### config.mk
export PLATFORM = sky130hd
export DESIGN_NAME = imm_encoder
export DESIGN_NICKNAME = d
export VERILOG_FILES = /design/src/rtl/imm_encoder.sv
export SDC_FILE = /design/constraint.sdc
export NUM_CORES = 1
export LEC_CHECK = 0
export ABC_AREA = 0
export BUFFER_PORTS_ARGS = -buffer_cell sky130_fd_sc_hd__clkbuf_2
export CAP_MARGIN = 10
export CORE_ASPECT_RATIO = 1.25
export CORE_UTILIZATION = 35
export DETAILED_ROUTE_END_ITERATION = 10
export PLACE_DENSITY = 0.75
export SLEW_MARGIN = 15
export SYNTH_ARGS = -nofsm -noshare
export SYNTH_HDL_FRONTEND = slang
export SYNTH_SLANG_ARGS = --single-unit
### constraint.sdc
create_clock -name clk -period 1.45 [get_ports clk]
set_input_delay 0.435 -clock clk [delete_from_list [all_inputs] [get_ports clk]]
set_output_delay 0.435 -clock clk [all_outputs]
set_load 0.01 [all_outputs]
### src/rtl/imm_encoder.sv
// ---------------------------------------------------------------------------
// imm_encoder
//
// Packs a format selector, register indices, function fields and a signed
// 32-bit immediate into an RV32I instruction word. This is the inverse of the
// core's immediate decode path and is used by test/boot infrastructure to
// generate instruction words for memory or a program loader.
//
// A single registered output stage sits behind a valid/ready handshake and
// sustains one word per cycle. Running statistics count accepted requests
// and accepted requests whose immediate did not fit the format.
//
// Optional feature macro: IMM_ENC_RANGE_CHECK_EN
//   defined     -> immediate range check is active, out_err / err_count live
//   not defined -> no check logic, out_err and err_count are tied to zero
//
// Ports:
//   clk        in   1   clock, all state updates on the rising edge
//   reset      in   1   synchronous, active-high reset
//   in_valid   in   1   request present
//   in_ready   out  1   encoder can accept a request this cycle
//   in_fmt     in   2   00 I-type, 01 S-type, 10 B-type, 11 R-type
//   in_opcode  in   7   opcode field
//   in_rd      in   5   destination register (I/R)
//   in_rs1     in   5   source register 1
//   in_rs2     in   5   source register 2 (S/B/R)
//   in_funct3  in   3   funct3 field
//   in_funct7  in   7   funct7 field (R only)
//   in_imm     in   32  signed immediate, not pre-shifted
//   out_valid  out  1   encoded word held in the output register
//   out_ready  in   1   consumer accepts the held word
//   out_instr  out  32  encoded instruction
//   out_err    out  1   immediate out of range for the format
//   enc_count  out  16  accepted requests, wrapping
//   err_count  out  16  accepted requests with error, saturating
// ---------------------------------------------------------------------------
module imm_encoder (
    input  logic        clk,
    input  logic        reset,
    input  logic        in_valid,
    output logic        in_ready,
    input  logic [1:0]  in_fmt,
    input  logic [6:0]  in_opcode,
    input  logic [4:0]  in_rd,
    input  logic [4:0]  in_rs1,
    input  logic [4:0]  in_rs2,
    input  logic [2:0]  in_funct3,
    input  logic [6:0]  in_funct7,
    input  logic [31:0] in_imm,
    output logic        out_valid,
    input  logic        out_ready,
    output logic [31:0] out_instr,
    output logic        out_err,
    output logic [15:0] enc_count,
    output logic [15:0] err_count
);

    // Format selector; the I/S/B codes match the core's ImmSrc encoding.
    typedef enum logic [1:0] {
        FMT_I = 2'b00,
        FMT_S = 2'b01,
        FMT_B = 2'b10,
        FMT_R = 2'b11
    } fmt_t;

    fmt_t        w_fmt;
    logic [31:0] w_instr;
    logic        w_err;
    logic        w_accept;

    logic        r_valid;
    logic [31:0] r_instr;
    logic [15:0] r_enc_count;

    assign w_fmt = fmt_t'(in_fmt);

    // The output register can take a new word when it is empty or when the
    // word it holds leaves this same cycle, giving full 1/cycle throughput.
    assign in_ready = !r_valid || out_ready;
    assign w_accept = in_valid && in_ready;

    // Field packing. Immediate bits outside each format's field are simply
    // dropped; whether that loses information is the range check's job.
    always_comb begin
        w_instr = '0;
        case (w_fmt)
            FMT_I: w_instr = {in_imm[11:0], in_rs1, in_funct3, in_rd, in_opcode};
            FMT_S: w_instr = {in_imm[11:5], in_rs2, in_rs1, in_funct3,
                              in_imm[4:0], in_opcode};
            FMT_B: w_instr = {in_imm[12], in_imm[10:5], in_rs2, in_rs1, in_funct3,
                              in_imm[4:1], in_imm[11], in_opcode};
            FMT_R: w_instr = {in_funct7, in_rs2, in_rs1, in_funct3, in_rd, in_opcode};
            default: w_instr = '0;
        endcase
    end

`ifdef IMM_ENC_RANGE_CHECK_EN
    logic        r_err;
    logic [15:0] r_err_count;

    // A value fits a signed N-bit field exactly when every bit from the
    // field's sign position upward equals the sign. B offsets are 13 bits
    // wide and must be even because bit 0 is never stored.
    always_comb begin
        w_err = 1'b0;
        case (w_fmt)
            FMT_I, FMT_S: w_err = !((&in_imm[31:11]) || !(|in_imm[31:11]));
            FMT_B:        w_err = !((&in_imm[31:12]) || !(|in_imm[31:12])) ||
                                  in_imm[0];
            default:      w_err = 1'b0;
        endcase
    end

    // Error flag travels with its word; the error counter sticks at all-ones
    // so a saturated value always means "at least this many".
    always_ff @(posedge clk) begin
        if (reset) begin
            r_err       <= 1'b0;
            r_err_count <= '0;
        end else if (w_accept) begin
            r_err <= w_err;
            if (w_err && (r_err_count != 16'hFFFF)) begin
                r_err_count <= r_err_count + 16'd1;
            end
        end
    end

    assign out_err   = r_err;
    assign err_count = r_err_count;
`else
    logic w_unused;

    // Without the check, the high immediate bits never influence anything.
    assign w_err     = 1'b0;
    assign w_unused  = ^{in_imm[31:13], w_err};
    assign out_err   = 1'b0;
    assign err_count = '0;
`endif

    // Output stage plus request counter. A new accept always wins over a
    // consume, so a simultaneous consume/accept leaves the stage full.
    always_ff @(posedge clk) begin
        if (reset) begin
            r_valid     <= 1'b0;
            r_instr     <= '0;
            r_enc_count <= '0;
        end else if (w_accept) begin
            r_valid     <= 1'b1;
            r_instr     <= w_instr;
            r_enc_count <= r_enc_count + 16'd1;
        end else if (r_valid && out_ready) begin
            r_valid <= 1'b0;
        end
    end

    assign out_valid = r_valid;
    assign out_instr = r_instr;
    assign enc_count = r_enc_count;

endmodule

==> run summary <==
synth top area cells - dfxtp_1 (44%), nand2_1 (9.2%), a21oi_1 (6.8%)
Final Hold Vio Count - 0
Arr. time, crit path - 1650 ps
latest clock arrival within the worst-skew pair - 300 ps
clock tree root driver cell - clkbuf_8
Fill cells - 589
initial antenna violation count - 0
layout cells sized above 1 - 44.0%
flops & latches, synth - 49
Worst VDD drop - 0.000364 V
Post-Syn Instances - 273
All-Layer GR Usage - 16.6%
setup ws final - -7.50 ps
routed wire length - 5600 um
min-delay worst type - input port to register
period utilization - 101%
met1 global-route usage - 18.7%
sw power - 0.751 mW
routed vias - 2273
first-pass GRT wire length - 8780 um
Mean Syn Cell Area - 8.10 um^2
Data required, critical path - 1640 ps
Crit Path Category - register to register
1st-pass router iterations - 6
max-cap violations - 0
placed cell count - 467
GRT busiest layer - met2
H-tree Lvls - 2
FF/Latch Area - 0.00101 mm^2
Pwr per Cell Area - 869 mW/mm^2
Worst Hold Depth - 3
Avg WL per Cell - 11.7 um
final setup fails - 1
Via-to-Cell Ratio - 4.76
chip height - 90.9 um
M2 GR Usage - 29.7%
min Tclk post-route - 1460 ps
Min-Delay Endpoint - out_instr[13]$_SDFFE_PP0P_
Worst Setup End Kind - register
worst slew pin tran - 543 ps
die area - 0.00664 mm^2
Peak Freq - 0.686 GHz
vias in the first global route - 2003
Port Buffers - 100
GRT overflow - 0
failing checks - negative setup slack
Clock Path Buffers - 2
Post-synth ARST share - 0%
largest net degree at the start of global routing - 41
register area share after synthesis - 44.3%
Post-DRT Antenna Nets - 0
fin nets - 463
Yosys cell types - 30
total power - 2.78 mW
Seq pwr share - 52.2%
std cell rows - 32
CTS sink cnt - 49
Clock transition at path regs - 90 ps
synthesized area - 0.00221 mm^2
RSZ-0062 raised after global routing - true
switching share of power - 27.0%
antenna cells - 0
Final GP Congestion - 0.762
reg2reg path depth - 5
Synth area leader - dfxtp_1
commonest cells in the netlist - nand2_1 (54), dfxtp_1 (49), a21oi_1 (30)
M3 GR Usage - 3.68%
Final Non-Filler Cells - 478
clock buffer count from CTS - 5
multi-input logic area - 0.00116 mm^2
# IOs - 137
initial core utilization - 36.1%
reg2reg setup slack - -8 ps
combinational share of power - 17.7%
Clk network pwr share - 30.1%
Slew headroom - 63.6%
most frequent cell after synthesis - nand2_1
hpwl dp - 4000 um
Pint - 2.03 mW
Die X - 73.1 um
Core Footprint - 0.00613 mm^2
Slew Limit Fails - 0
warnings from Yosys - 0
top-area cell type share of the netlist area - 44.3%
DR iter-0 viols - 59
crit path max fanout - 6
run status - finished, violations left
crit path launch - enc_count[3]$_SDFFE_PP0P_
RR Endpoint - enc_count[14]$_SDFFE_PP0P_
ys flop type - dfxtp_1
Post-route DRC - 0
Critical Path Start Type - register
Critical R2R Launch - enc_count[3]$_SDFFE_PP0P_
Area Overhead vs Synth - 44.6%
Post-synth EDFFs - 0
hold path startpoint - in_funct3[1]
LEAKAGE - 1.43 nW
CTS tree - built
Layout Skew - 6.29 ps
## area by class of cell
type | instances | area share [%]
Timing Repair Buffer | 134 | 25.7
Clock buffer | 7 | 2.70
Inverter | 3 | 0.352
Multi-Input combinational cell | 199 | 36.3
Sequential cell | 49 | 31.4
Tap cell | 85 | 3.32
Clock inverter | 1 | 0.235
## state kept, by name (all words and copies together) (netlist names)
register and cells:
out_instr 32, enc_count 16, out_valid 1
## worst max-delay path: stages (launching register included)
cell and delay [ps]:
dfxtp_4 350, and4_4 290, nand3_2 110, buf_4 160, o31ai_1 350, a21oi_2 90
## power by group through the flow
stage | clock network [mW] | logic [mW] | registers (mW)
after floorplan | 0 | 0.252 | 1.51
after global placement | 0 | 0.458 | 1.48
after detailed placement | 0 | 0.468 | 1.48
after CTS | 0.878 | 0.469 | 1.45
after global routing | 0.930 | 0.548 | 1.46
final | 0.837 | 0.493 | 1.45
## layer usage
layer	share of wire [%]	wire [um]
met1	42	2360
met2	51	2830
met3	6.0	336
met4	1.2	65
met5	0	0
## worst max-delay path by stage
stage	to	slack [ps]	cells past startpoint
5_1_grt	enc_count[15]$_SDFFE_PP0P_	-50	4
3_3_place_gp	enc_count[10]$_SDFFE_PP0P_	-190	5
2_1_floorplan	enc_count[11]$_SDFFE_PP0P_	-50	6
6_report	enc_count[14]$_SDFFE_PP0P_	-8	5
3_5_place_dp	enc_count[4]$_SDFFE_PP0P_	-240	6
4_1_cts	in_ready	0.2	3
## logic make-up (layout without fill, tap and decap cells)
logic type / count (synthesis) / count (layout) / synth area share (%)
muxes: 7 / 7 / 3.22
buffers and inverters: 41 / 145 / 10.3
adders and majority gates: 1 / 1 / 0.566
and+or+nand+nor: 106 / 106 / 22.0
xor gates and xnor gates: 4 / 4 / 1.58
DFF: 49 / 49 / 44.3
other: 1 / 17 / 0.170
AOI/OAI and AO/OA: 64 / 64 / 17.8
## stage by stage
| stage | area (um^2) | setup TNS [ps] | hold slack [ps] | util (%) | setup slack, ps |
|---|---|---|---|---|---|
| after floorplan | 2340 | -84.0 | 481 | - | -50.3 |
| after global placement | 2970 | -1920 | 443 | 48.4 | -187 |
| after detailed placement | 2970 | -2820 | 449 | 48.4 | -243 |
| after CTS | 3080 | 0 | 328 | 50.3 | 0.219 |
| after global routing | 3200 | -118 | 337 | 52.2 | -50.5 |
| final | 3200 | -7.50 | 340 | 52.2 | -7.50 |
## what timing repair did
item,4_1_cts,5_1_grt
hold buffers,0,0
cloned,0,1
buffers inserted,0,2
endpoints found under the setup margin,10,11
pin swaps,1,6
resized for setup,8,19
## cells in the final DEF, fill, tap and decap left out
cell / count
dfxtp_1: 37
xor2_1: 2
or3_1: 4
a21oi_2: 5
buf_4: 29
o31ai_1: 7
ha_4: 1
nor2b_1: 1
a211oi_1: 4
a21oi_1: 25
and2_4: 2
o211ai_1: 2
dfxtp_2: 8
mux2i_1: 6
a311oi_1: 11
buf_6: 2
nand3_1: 8
dfxtp_4: 4
conb_1: 17
mux2_2: 1
nand3_2: 2
nand2_1: 54
nand2b_4: 1
or4_1: 5
or2_4: 1
xnor2_1: 2
clkbuf_1: 1
clkbuf_16: 1
nand3_4: 3
clkbuf_2: 99
nand4_1: 2
buf_12: 3
o21ai_0: 10
and4_4: 1
clkinvlp_4: 1
inv_1: 3
or4_4: 3
clkbuf_8: 6
nor2_1: 19
(Power assumes the default switching activity.)
